**config.mk**
```make
export PLATFORM = sky130hd
export DESIGN_NAME = bp_fe_queue_fifo
export DESIGN_NICKNAME = d
export VERILOG_FILES = /design/src/rtl/bp_fe_queue_fifo.sv
export SDC_FILE = /design/constraint.sdc
export NUM_CORES = 1
export LEC_CHECK = 0
export BUFFER_PORTS_ARGS = -buffer_cell sky130_fd_sc_hd__buf_2
export CAP_MARGIN = 30
export CORE_MARGIN = 2
export CORE_UTILIZATION = 50
export CTS_CLUSTER_DIAMETER = 150
export DETAILED_ROUTE_END_ITERATION = 6
export PLACE_DENSITY_LB_ADDON = 0.05
export SYNTH_ARGS = -nofsm -noshare
export SYNTH_HDL_FRONTEND = slang
export SYNTH_SLANG_ARGS = --single-unit
```
**constraint.sdc**
```tcl
create_clock -name clk_i -period 19.1 [get_ports clk_i]
set_clock_uncertainty 0.15 [all_clocks]
set_input_delay 0.955 -clock clk_i [delete_from_list [all_inputs] [get_ports clk_i]]
set_output_delay 0.955 -clock clk_i [all_outputs]
set_load 0.005 [all_outputs]
```
**src/rtl/bp_fe_queue_fifo.sv**
```systemverilog
// FE-to-BE instruction queue with speculative read, roll (replay) and commit pointers.
// Define BP_FE_QUEUE_BYPASS_EN to present an enqueued packet in the same cycle when the queue is empty.
module bp_fe_queue_fifo #(
    parameter int els_p         = 8,
    parameter int entry_width_p = 128
) (
    input  logic                         clk_i,
    input  logic                         reset_n_i,
    input  logic [entry_width_p-1:0]     fe_queue_i,
    input  logic                         fe_queue_v_i,
    output logic                         fe_queue_ready_o,
    output logic [entry_width_p-1:0]     fe_queue_o,
    output logic                         fe_queue_v_o,
    input  logic                         fe_queue_yumi_i,
    input  logic                         fe_queue_clr_i,
    input  logic                         fe_queue_roll_i,
    input  logic                         fe_queue_deq_i,
    output logic [$clog2(els_p+1)-1:0]   count_o
);

    localparam int addr_w_lp = $clog2(els_p);
    localparam int ptr_w_lp  = addr_w_lp + 1;
    localparam int cnt_w_lp  = $clog2(els_p + 1);

    logic [entry_width_p-1:0] mem_q [els_p];

    logic [ptr_w_lp-1:0] wptr_q, wptr_d;
    logic [ptr_w_lp-1:0] rptr_q, rptr_d;
    logic [ptr_w_lp-1:0] cptr_q, cptr_d;
    logic [ptr_w_lp-1:0] occupancy;

    logic full;
    logic empty;
    logic enq;
    logic wr_en;
    logic yumi_eff;

    assign occupancy = wptr_q - cptr_q;
    assign full      = (occupancy == ptr_w_lp'(els_p));
    assign empty     = (rptr_q == wptr_q);
    assign enq       = fe_queue_v_i & ~full;
    assign wr_en     = enq & ~fe_queue_clr_i;
    assign yumi_eff  = fe_queue_yumi_i & ~fe_queue_roll_i;

    assign fe_queue_ready_o = ~full;
    assign count_o          = cnt_w_lp'(occupancy);

`ifdef BP_FE_QUEUE_BYPASS_EN
    // An empty queue forwards the incoming packet; it is still written so a roll can replay it.
    assign fe_queue_v_o = ~empty | (enq & ~fe_queue_clr_i);
    assign fe_queue_o   = empty ? fe_queue_i : mem_q[rptr_q[addr_w_lp-1:0]];
`else
    assign fe_queue_v_o = ~empty;
    assign fe_queue_o   = mem_q[rptr_q[addr_w_lp-1:0]];
`endif

    // Resolution order: deq, roll, yumi, clr, enqueue.
    always_comb begin
        cptr_d = cptr_q + ptr_w_lp'(fe_queue_deq_i);
        if (fe_queue_roll_i) begin
            rptr_d = cptr_d;
        end else begin
            rptr_d = rptr_q + ptr_w_lp'(yumi_eff);
        end
        if (fe_queue_clr_i) begin
            wptr_d = rptr_d;
        end else begin
            wptr_d = wptr_q + ptr_w_lp'(enq);
        end
    end

    always_ff @(posedge clk_i or negedge reset_n_i) begin
        if (!reset_n_i) begin
            wptr_q <= '0;
            rptr_q <= '0;
            cptr_q <= '0;
        end else begin
            wptr_q <= wptr_d;
            rptr_q <= rptr_d;
            cptr_q <= cptr_d;
        end
    end

    always_ff @(posedge clk_i) begin
        if (wr_en) begin
            mem_q[wptr_q[addr_w_lp-1:0]] <= fe_queue_i;
        end
    end

    yumi_needs_valid_a: assert property (
        @(posedge clk_i) disable iff (!reset_n_i) fe_queue_yumi_i |-> fe_queue_v_o);

    deq_needs_read_entry_a: assert property (
        @(posedge clk_i) disable iff (!reset_n_i) fe_queue_deq_i |-> (cptr_q != rptr_q));

endmodule

```
==> out/summary.txt, run 1 <==
Drt via density -> 5.64
Worst Max-Slew Pin Slew -> 0.967 ns
Slew margin rel. -> 35.5%
Ports -> 269
Die height -> 284 um
Comb power frac -> 27.5%
Netlist cell types -> 32
Switching Share -> 27.1%
Register share of total power -> 42.1%
Rows -> 102
R2R setup slack -> 14.39 ns
DRC viols -> 0
Synth top cells by count -> edfxtp_1, mux4_2, mux2_2
Worst skew pair latency -> 0.64 ns
Antenna violations before repair -> 17
CTS Hold Buffers Added -> 0
Final WS setup -> 13.40 ns
Final setup vio count -> 0
Sequential area share after synthesis -> 79.1%
Met1 Use GR -> 26.3%
Routed Antenna Nets -> 0
Fin. max-slew vios -> 0
Global-route wire length before repair -> 120 mm
Clock transition at the registers of the reported paths -> 0.06 ns
Synthesized Nets -> 1704
# H-tree levels -> 3
Worst reg2reg path startpoint -> wptr_q[2]
Detailed Routing Iterations Pass 1 -> 5
CP Capture Type -> output port
Net Sw Power -> 0.00181 W
Pre-CTS setup slack -> 13.62 ns
Post-Syn Instances -> 1559
Via count -> 17.1k
GPL Wtd Cong -> 0.735
Fill count -> 5710
Syn_area_per_cell -> 25.2 sq um
Design Area, Final -> 0.0454 sq mm
Syn-to-layout area delta -> 15.5%
Area of the core -> 0.0776 sq mm
Synthesized area -> 0.0393 sq mm
Critical path type -> reg -> out
Status -> finished, final reports clean
Die Area -> 0.0808 sq mm
Setup Total Neg Slack -> 0 ns
DR iter-0 viols -> 1183
Placed Area -> 0.0418 sq mm
Gr ovfl total -> 0
Reg2reg path depth -> 7
Worst setup SP type -> flop
# resized after CTS -> 0
Main synth FF type -> edfxtp_1
Worst ir drop on vdd -> 108 uV
Gr usage total -> 20.0%
Fraction of registers with async set or reset after synthesis -> 1.16%
Final WL -> 79.8 mm
Min Tclk post-route -> 5.70 ns
Bufs on Longest Clock Path -> 3
Clock root cell -> clkbuf_16
Setup crit end -> fe_queue_o[73]
Post-synth EDFFs -> 1024
Clock power share -> 30.4%
P_int -> 0.00489 W
CP Launch Point -> rptr_q[0]
Initial Utilization -> 50.6%
Synth top area cells -> edfxtp_1, mux4_2, mux2_2
Fin. Hold Viols -> 0
GR Layer Usage met2 -> 34.2%
DR WL/cell -> 26.4 um
Number of synthesized register bits -> 1036
Layout cells sized above 1 -> 43.2%
Vias in the first global route -> 18.7k
Final Net Count -> 2037
Yosys top cell by area -> edfxtp_1
CTS tree -> built
Largest net degree at the start of global routing -> 120
Final critical-path share of the clock period -> 29.8%
Achievable Freq -> 0.176 GHz
CTS Buf Count -> 106
Crit path max fanout -> 39
Top Usage Layer GRT -> met2
Hold WC Path Type -> in -> async
Max Cap Viol -> 0
P_leak -> 14.8 nW
Cell with the most instances after synthesis -> edfxtp_1
Sink Count -> 1036
FF-to-FF End -> mem_q[1][18]
Ys Warns -> 0
Unrepaired setup endpoints after global routing -> no
IO buf count -> 268
Die X-Extent -> 284 um
Power per cell area -> 148 mW/mm^2
CP Data Arrival Time -> 4.59 ns
Worst EP required -> 18.00 ns
Met3 Use GR -> 4.65%
Detailed placement HPWL -> 43.2 mm
Synth top area share -> 78.3%
Post-CTS Setup Repair Bufs -> 0
==> layer usage <==
metal	part of all wire, %	vias to the layer above
li1	-	7386
met1	41	9172
met2	51	377
met3	5.5	114
met4	1.6	22
met5	0.18	-
==> cell families (layout without fill, tap and decap cells) <==
| logic type | Yosys count | count (layout) | share of synthesized area (%) |
|---|---|---|---|
| DFF | 1036 | 1036 | 79.1 |
| muxes | 389 | 389 | 18.5 |
| buffers and inverters | 81 | 506 | 1.32 |
| and+or+nand+nor | 27 | 27 | 0.452 |
| xor gates and xnor gates | 12 | 12 | 0.268 |
| adders and majority gates | 10 | 10 | 0.338 |
| AOI/OAI and AO/OA | 4 | 4 | 0.0605 |
| other | 0 | 3 | 0 |
==> cells in the final DEF, fill, tap and decap left out, types with 3 or more instances in the layout <==
master	instances
mux4_2	256
nand3_1	5
edfxtp_1	1024
clkbuf_16	113
inv_1	5
dfrtp_4	3
clkinv_2	30
buf_4	24
clkinv_1	27
and4b_4	3
buf_2	268
nand2_1	3
xor2_1	4
mux2_2	133
buf_16	6
buf_12	3
xnor2_1	8
clkbuf_1	16
bufinv_16	10
dfrtp_1	9
diode_2	3
ha_1	9
==> worst max-delay path, cell delays in order (launching register included) <==
cell     delay, ns
dfrtp_4       0.84
buf_4         0.70
buf_4         0.68
buf_4         0.34
buf_16        0.30
mux4_2        0.54
mux2_2        0.28
buf_2         0.13
==> per-stage QoR <==
stage | util (%) | total power [W] | instances | hold WS [ns]
2_1_floorplan | - | 0.00413 | 1559 | 0.324
3_3_place_gp | 53.7 | 0.00473 | 2817 | 0.361
3_5_place_dp | 53.9 | 0.00476 | 2821 | 0.370
4_1_cts | 58.3 | 0.00680 | 3021 | 0.0109
5_1_grt | 58.5 | 0.00702 | 3026 | 0.0364
6_report | 58.5 | 0.00671 | 3027 | 0.0388
==> power groups by stage <==
stage               Sequential [W]  Combinational (W)  Clock (W)
floorplan                  0.00282            0.00130          0
global placement           0.00289            0.00184          0
detailed placement         0.00288            0.00188          0
CTS                        0.00283            0.00189    0.00208
global route               0.00285            0.00200    0.00217
finish                     0.00282            0.00184    0.00204
==> worst min-delay path by stage <==
stage	to	depth (start not counted)	slack [ns]
4_1_cts	wptr_q[1]	1	0.01
3_3_place_gp	cptr_q[3]	1	0.36
3_5_place_dp	cptr_q[3]	1	0.37
6_report	wptr_q[1]	1	0.04
2_1_floorplan	cptr_q[2]	1	0.32
5_1_grt	wptr_q[1]	1	0.04
==> registers in the layout (all words and copies together), names as in the netlist <==
name and count:
cptr_q 4, mem_q 1024, rptr_q 4, wptr_q 4
==> cell type report <==
type                            count  area (sq um)  area share [%]
Sequential cell                  1036         31100            68.5
Multi-Input combinational cell    442          7740            17.1
Clock buffer                      131          2920            6.43
Timing Repair Buffer              301          1750            3.85
Tap cell                         1040          1300            2.87
Clock inverter                     69           569            1.25
Inverter                            5          18.8          0.0414
Antenna cell                        3          7.51          0.0165
Note: power is estimated with default switching activity, not from simulation.
==> inputs of run 2 (changes only) <==
clock period = 5.65 ns   (was 19.1 ns; I/O delays follow)
==> run 2 against run 1 <==
  * Via count grew 3.2%
  * Power grew to 3.4 times the previous value
  * Register-to-register slack lost 12 ns
  * Global-route usage grew 0.24 points
  * Routed wire length grew 0.98%
  * First-iteration DRC count grew 4.6%
  * Die area is the same
  * Critical path depth shrank 2
  * Worst setup slack lost 11 ns
  * Non-clock buffer count grew 136
  * Highest routed layer unchanged
==> out/summary.txt, run 2 (synthesized netlist as in run 1, its figures left out) <==
Antenna violations before repair -> 7 (-10)
Routed Antenna Nets -> 0 (unchanged)
Non-filler cells in the finished layout -> 3149 (+4.0%)
Max Cap Viol -> 0 (unchanged)
Rows -> 102 (unchanged)
Area of the core -> 0.0776 sq mm (unchanged)
Clock transition at the registers of the reported paths -> 0.06 ns (about the same)
Crit path max fanout -> 56 (+44%)
Hold WC Path Type -> in -> reg
Vias in the first global route -> 19.3k (+3.3%)
Met2 WL -> 41.1 mm (+0.26%)
Drt via density -> 5.59 (-0.83%)
Worst ir drop on vdd -> 369 uV (+240%)
CTS tree -> built
Sink Count -> 1036 (unchanged)
GPL Wtd Cong -> 0.780 (+6.0%)
Worst EP required -> 5.22 ns (-12.78 ns)
Via count -> 17.6k (+3.2%)
Ports -> 269 (unchanged)
Reg area -> 0.0311 sq mm (unchanged)
Syn-to-layout area delta -> 18.8%
Die Area -> 0.0808 sq mm (unchanged)
Die X-Extent -> 284 um (unchanged)
Layout cells sized above 1 -> 40.2% (-3.0 points)
Die height -> 284 um (unchanged)
Fin. max-slew vios -> 0 (unchanged)
Detailed placement HPWL -> 43.7 mm (+0.98%)
Final WS setup -> 2.08 ns (-11.33 ns)
Achievable Freq -> 0.280 GHz
Clock root cell -> clkbuf_16
CP Capture Type -> output port
Largest net degree at the start of global routing -> 119 (-0.83%)
P_leak -> 15.2 nW (+3.1%)
Bufs on Longest Clock Path -> 3 (unchanged)
Max reg flops -> 1024 (unchanged)
Fill count -> 5636 (-1.3%)
Worst setup SP type -> flop
Final setup vio count -> 0 (unchanged)
Min Tclk post-route -> 3.57 ns
Wire length on met1 -> 34.8 mm (+5.3%)
DR WL/cell -> 25.6 um (-2.9%)
Multi-input gate area -> 0.00776 sq mm (+0.19%)
Status -> finished, final reports clean
Worst skew pair latency -> 0.65 ns (about the same)
Power per cell area -> 484 mW/mm^2 (+230%)
IO buf count -> 268 (unchanged)
Worst Max-Slew Pin Slew -> 0.975 ns (+0.00866 ns)
DRC viols -> 0 (unchanged)
Slew margin rel. -> 35.0% (-0.58 points)
Most frequent cells in the layout -> edfxtp_1, buf_2, mux4_2
Design Area, Final -> 0.0467 sq mm (+2.8%)
Placed Area -> 0.0420 sq mm (+0.44%)
CP Data Arrival Time -> 3.14 ns (-1.45 ns)
Final Net Count -> 2170 (+6.5%)
Initial Utilization -> 50.6% (unchanged)
DR iter-0 viols -> 1237 (+4.6%)
Detailed Routing Iterations Pass 1 -> 5 (unchanged)
Fin. Hold Viols -> 0 (unchanged)
Gr usage total -> 20.3% (+0.24 points)
Critical path type -> reg -> out
Pre-CTS setup slack -> 2.20 ns (-11.42 ns)
Inst Count DP -> 2824 (+0.11%)
Metal3 WL -> 3.11 mm (-29%)
Commonest non-fill, non-tap cell in the layout -> edfxtp_1
Gr ovfl total -> 0 (unchanged)
Final core occ -> 60.1% (+1.7 points)
Top Metal Used -> met5
Unrepaired setup endpoints after global routing -> no
CTS Buf Count -> 103 (-2.8%)
# H-tree levels -> 3 (unchanged)
Global-route wire length before repair -> 122 mm (+1.6%)
Final WL -> 80.6 mm (+0.98%)
Final critical-path share of the clock period -> 63.2%
[run 2: cell type report]
type	instances	share of cell area (%)
inverter	5	0.0402
clock buffer	127	5.95
tap	1040	2.79
sequential	1036	66.6
antenna	2	0.0107
multi-input combinational	442	16.6
timing repair buffer	437	6.89
clock inverter	60	1.12
[run 2: critical path: stages (launching register included)]
cell and delay, ns:
dfrtp_4 0.63, buf_16 0.30, buf_12 0.44, mux4_2 0.57, mux2_2 0.31, buf_2 0.14
[run 2: repair_timing]
action | in CTS | in global routing
gates resized for setup | 0 | 0
hold buffers | 135 | 0
buffers inserted | 0 | 0
endpoints found under the hold margin | 1048 | 0
endpoints found under the setup margin | 0 | 0
[run 2: worst paths after layout]
path                            startpoint        endpoint  slack, ns  cells past startpoint
max in group asynchronous        reset_n_i       rptr_q[0]       4.39                      3
hold reg to reg                  cptr_q[2]       cptr_q[2]       0.37                      1
setup / recovery                 rptr_q[0]  fe_queue_o[30]       2.08                      5
hold / removal             fe_queue_yumi_i       rptr_q[0]       0.04                      4
min in group asynchronous        reset_n_i       wptr_q[3]       0.53                      3
setup reg to reg                 wptr_q[2]    mem_q[2][79]       2.20                      6
[run 2: metal layers]
layer	GRT usage, %	vias up
met5	0	-
met4	5.07	10
met3	3.49	118
met2	34.2	332
met1	27.8	9507
li1	-	7644
[run 2: report_power, final]
group / total [W] / switching [W] / leakage, nW / internal [W]
Clock: 0.00662 / 0.00278 / 1.60 / 0.00384
Combinational: 0.00650 / 0.00316 / 4.24 / 0.00334
Sequential: 0.00946 / 0.000286 / 9.39 / 0.00918
[run 2: through the flow]
step | power (W) | hold WS [ns] | TNS, ns
final | 0.0226 | 0.0396 | 0
after global routing | 0.0236 | 0.0245 | 0
after CTS | 0.0229 | 0.00112 | 0
after detailed placement | 0.0162 | 0.0246 | 0
after global placement | 0.0161 | 0.0258 | 0
after floorplan | 0.0139 | -0.163 | -70.76
==> inputs of run 3 (changes only) <==
clock period = 3.65 ns   (was 5.65 ns; I/O delays follow)
==> run 3 against run 2 <==
  * Sequential cell count unchanged
  * Global-route usage up 0.19 points
  * Power up 57%
  * Routed wire length up 1.1%
  * Clock-buffer cell count up 7
  * Sequential share of layout area down 0.62 points
  * Cell count up 0.86%
  * Via count up 1.1%
  * Non-clock buffer count up 23
  * Largest cell class unchanged
==> out/summary.txt, run 3 (synthesized netlist as in run 1, its figures left out) <==
Achievable Freq -> 0.299 GHz
CP Data Arrival Time -> 3.01 ns (-0.13 ns)
GPL Wtd Cong -> 0.761 (-2.4%)
Global-route wire length before repair -> 123 mm (+1.3%)
Largest net degree at the start of global routing -> 81 (-32%)
R2R setup slack -> 0.57 ns (-1.63 ns)
Gr usage total -> 20.5% (+0.19 points)
Gr ovfl total -> 0 (unchanged)
Hold WC Path Type -> in -> reg
Syn-to-layout area delta -> 19.9%
Max Cap Viol -> 0 (unchanged)
Layout cells sized above 1 -> 41.0% (+0.80 points)
Worst setup SP type -> flop
Unrepaired setup endpoints after global routing -> no
Slew margin rel. -> 52.5% (+17 points)
Die Area -> 0.0808 sq mm (unchanged)
CTS tree -> built
Fill count -> 5562 (-1.3%)
Worst skew pair latency -> 0.65 ns (about the same)
Routed Antenna Nets -> 0 (unchanged)
Crit path max fanout -> 24 (-57%)
Final WS setup -> 0.309 ns (-1.77 ns)
Final critical-path share of the clock period -> 91.5%
Commonest non-fill, non-tap cell in the layout -> edfxtp_1
Sink Count -> 1036 (unchanged)
Worst Max-Slew Pin Slew -> 0.713 ns (-0.262 ns)
CP Capture Type -> output port
Critical path type -> reg -> out
Min Tclk post-route -> 3.34 ns
Die height -> 284 um (unchanged)
Area of the core -> 0.0776 sq mm (unchanged)
Design Area, Final -> 0.0471 sq mm (+0.93%)
Antenna violations before repair -> 3 (-4)
Final Total Pwr -> 0.0355 W (+57%)
Power per cell area -> 754 mW/mm^2 (+56%)
Fin. Hold Viols -> 0 (unchanged)
Rows -> 102 (unchanged)
Via count -> 17.8k (+1.1%)
Bufs on Longest Clock Path -> 3 (unchanged)
Clock root cell -> clkbuf_16
Most frequent cells in the layout -> edfxtp_1, buf_2, mux4_2
# H-tree levels -> 3 (unchanged)
Vias in the first global route -> 19.3k (+0.021%)
Clock transition at the registers of the reported paths -> 0.06 ns (about the same)
Status -> finished, final reports clean
P_leak -> 15.4 nW (+1.4%)
Final setup vio count -> 0 (unchanged)
Post-CTS Setup Repair Bufs -> 0 (unchanged)
Detailed placement HPWL -> 47.2 mm (+8.1%)
Reg area -> 0.0311 sq mm (unchanged)
DR WL/cell -> 25.7 um (+0.21%)
Detailed Routing Iterations Pass 1 -> 5 (unchanged)
Worst ir drop on vdd -> 500 uV (+36%)
Placed Area -> 0.0423 sq mm (+0.89%)
Worst EP required -> 3.32 ns (-1.90 ns)
Multi-input gate area -> 0.00776 sq mm (unchanged)
CTS Buf Count -> 105 (+1.9%)
DR iter-0 viols -> 1476 (+19%)
# resized after CTS -> 0 (unchanged)
DRC viols -> 0 (unchanged)
Worst path cell trace -> buf_4 > mux4_2 > mux2_2 > buf_2
Final Net Count -> 2195 (+1.2%)
Initial Utilization -> 50.6% (unchanged)
Drt via density -> 5.61 (+0.25%)
Final WL -> 81.5 mm (+1.1%)
Fin. max-slew vios -> 0 (unchanged)
IO buf count -> 268 (unchanged)
CP max stage cell -> dfrtp_4
Max reg flops -> 1024 (unchanged)
Die X-Extent -> 284 um (unchanged)
CP peak stage delay -> 0.81 ns (+0.18 ns)
Pre-CTS setup slack -> 0.555 ns (-1.65 ns)
Final core occ -> 60.7% (+0.56 points)
Ports -> 269 (unchanged)
==> run 3: cell count changes in the layout (fill, tap and decap cells not counted), moves of 3 or more <==
cell	before	now
clkbuf_8	0	4
clkbuf_1	19	24
inv_6	1	5
clkinv_1	26	20
buf_12	18	35
bufinv_16	8	11
buf_4	14	22
clkinv_4	4	0
==> run 3: area by class of cell <==
class | instances | share of cell area [%]
clock inverters | 57 | 1.25
multi-input cells | 442 | 16.5
flip-flops and latches | 1036 | 66.0
diodes | 2 | 0.0106
repair buffers | 460 | 7.56
inverters | 5 | 0.0399
clock buffers | 134 | 5.94
well taps | 1040 | 2.76
==> run 3: repair_timing <==
item,CTS,global route
setup endpoints to repair,0,0
endpoints found under the hold margin,1048,0
hold buffers,135,0
==> run 3: report_power, final <==
group | total (W) | switching [W] | internal (W) | leakage (nW)
Combinational | 0.0103 | 0.00495 | 0.00535 | 4.40
Sequential | 0.0147 | 0.000492 | 0.0142 | 9.39
Clock | 0.0105 | 0.00431 | 0.00618 | 1.65
==> run 3: final timing paths <==
path | cells past startpoint | endpoint | start
max | 4 | fe_queue_o[49] | rptr_q[0]
min | 2 | mem_q[0][88] | fe_queue_i[88]
max reg2reg | 6 | mem_q[5][9] | wptr_q[2]
min reg2reg | 1 | cptr_q[2] | cptr_q[2]
max in group asynchronous | 3 | rptr_q[2] | reset_n_i
min in group asynchronous | 3 | cptr_q[3] | reset_n_i
==> run 3: metal layers <==
metal	global-route usage, %	up-vias	wire (um)
met2	34.1	449	41100
met1	28.6	9559	35000
met5	0	-	27
li1	-	7691	-
met3	3.09	103	3740
met4	5.57	4	1630
==> run 3: per-stage QoR <==
step                      instances   TNS, ns  hold slack [ns]
after floorplan                1559  -1413.23           -0.263
after global placement         2848         0          -0.0693
after detailed placement       2848         0          -0.0691
after CTS                      3174         0            0.139
after global routing           3175         0            0.184
final                          3176         0            0.190
==> run 3: critical path: cells and delay by family (launching register included) <==
kind	cells	cell delay, ns
muxes	2	0.88
buffers and inverters	2	0.64
DFF	1	0.81
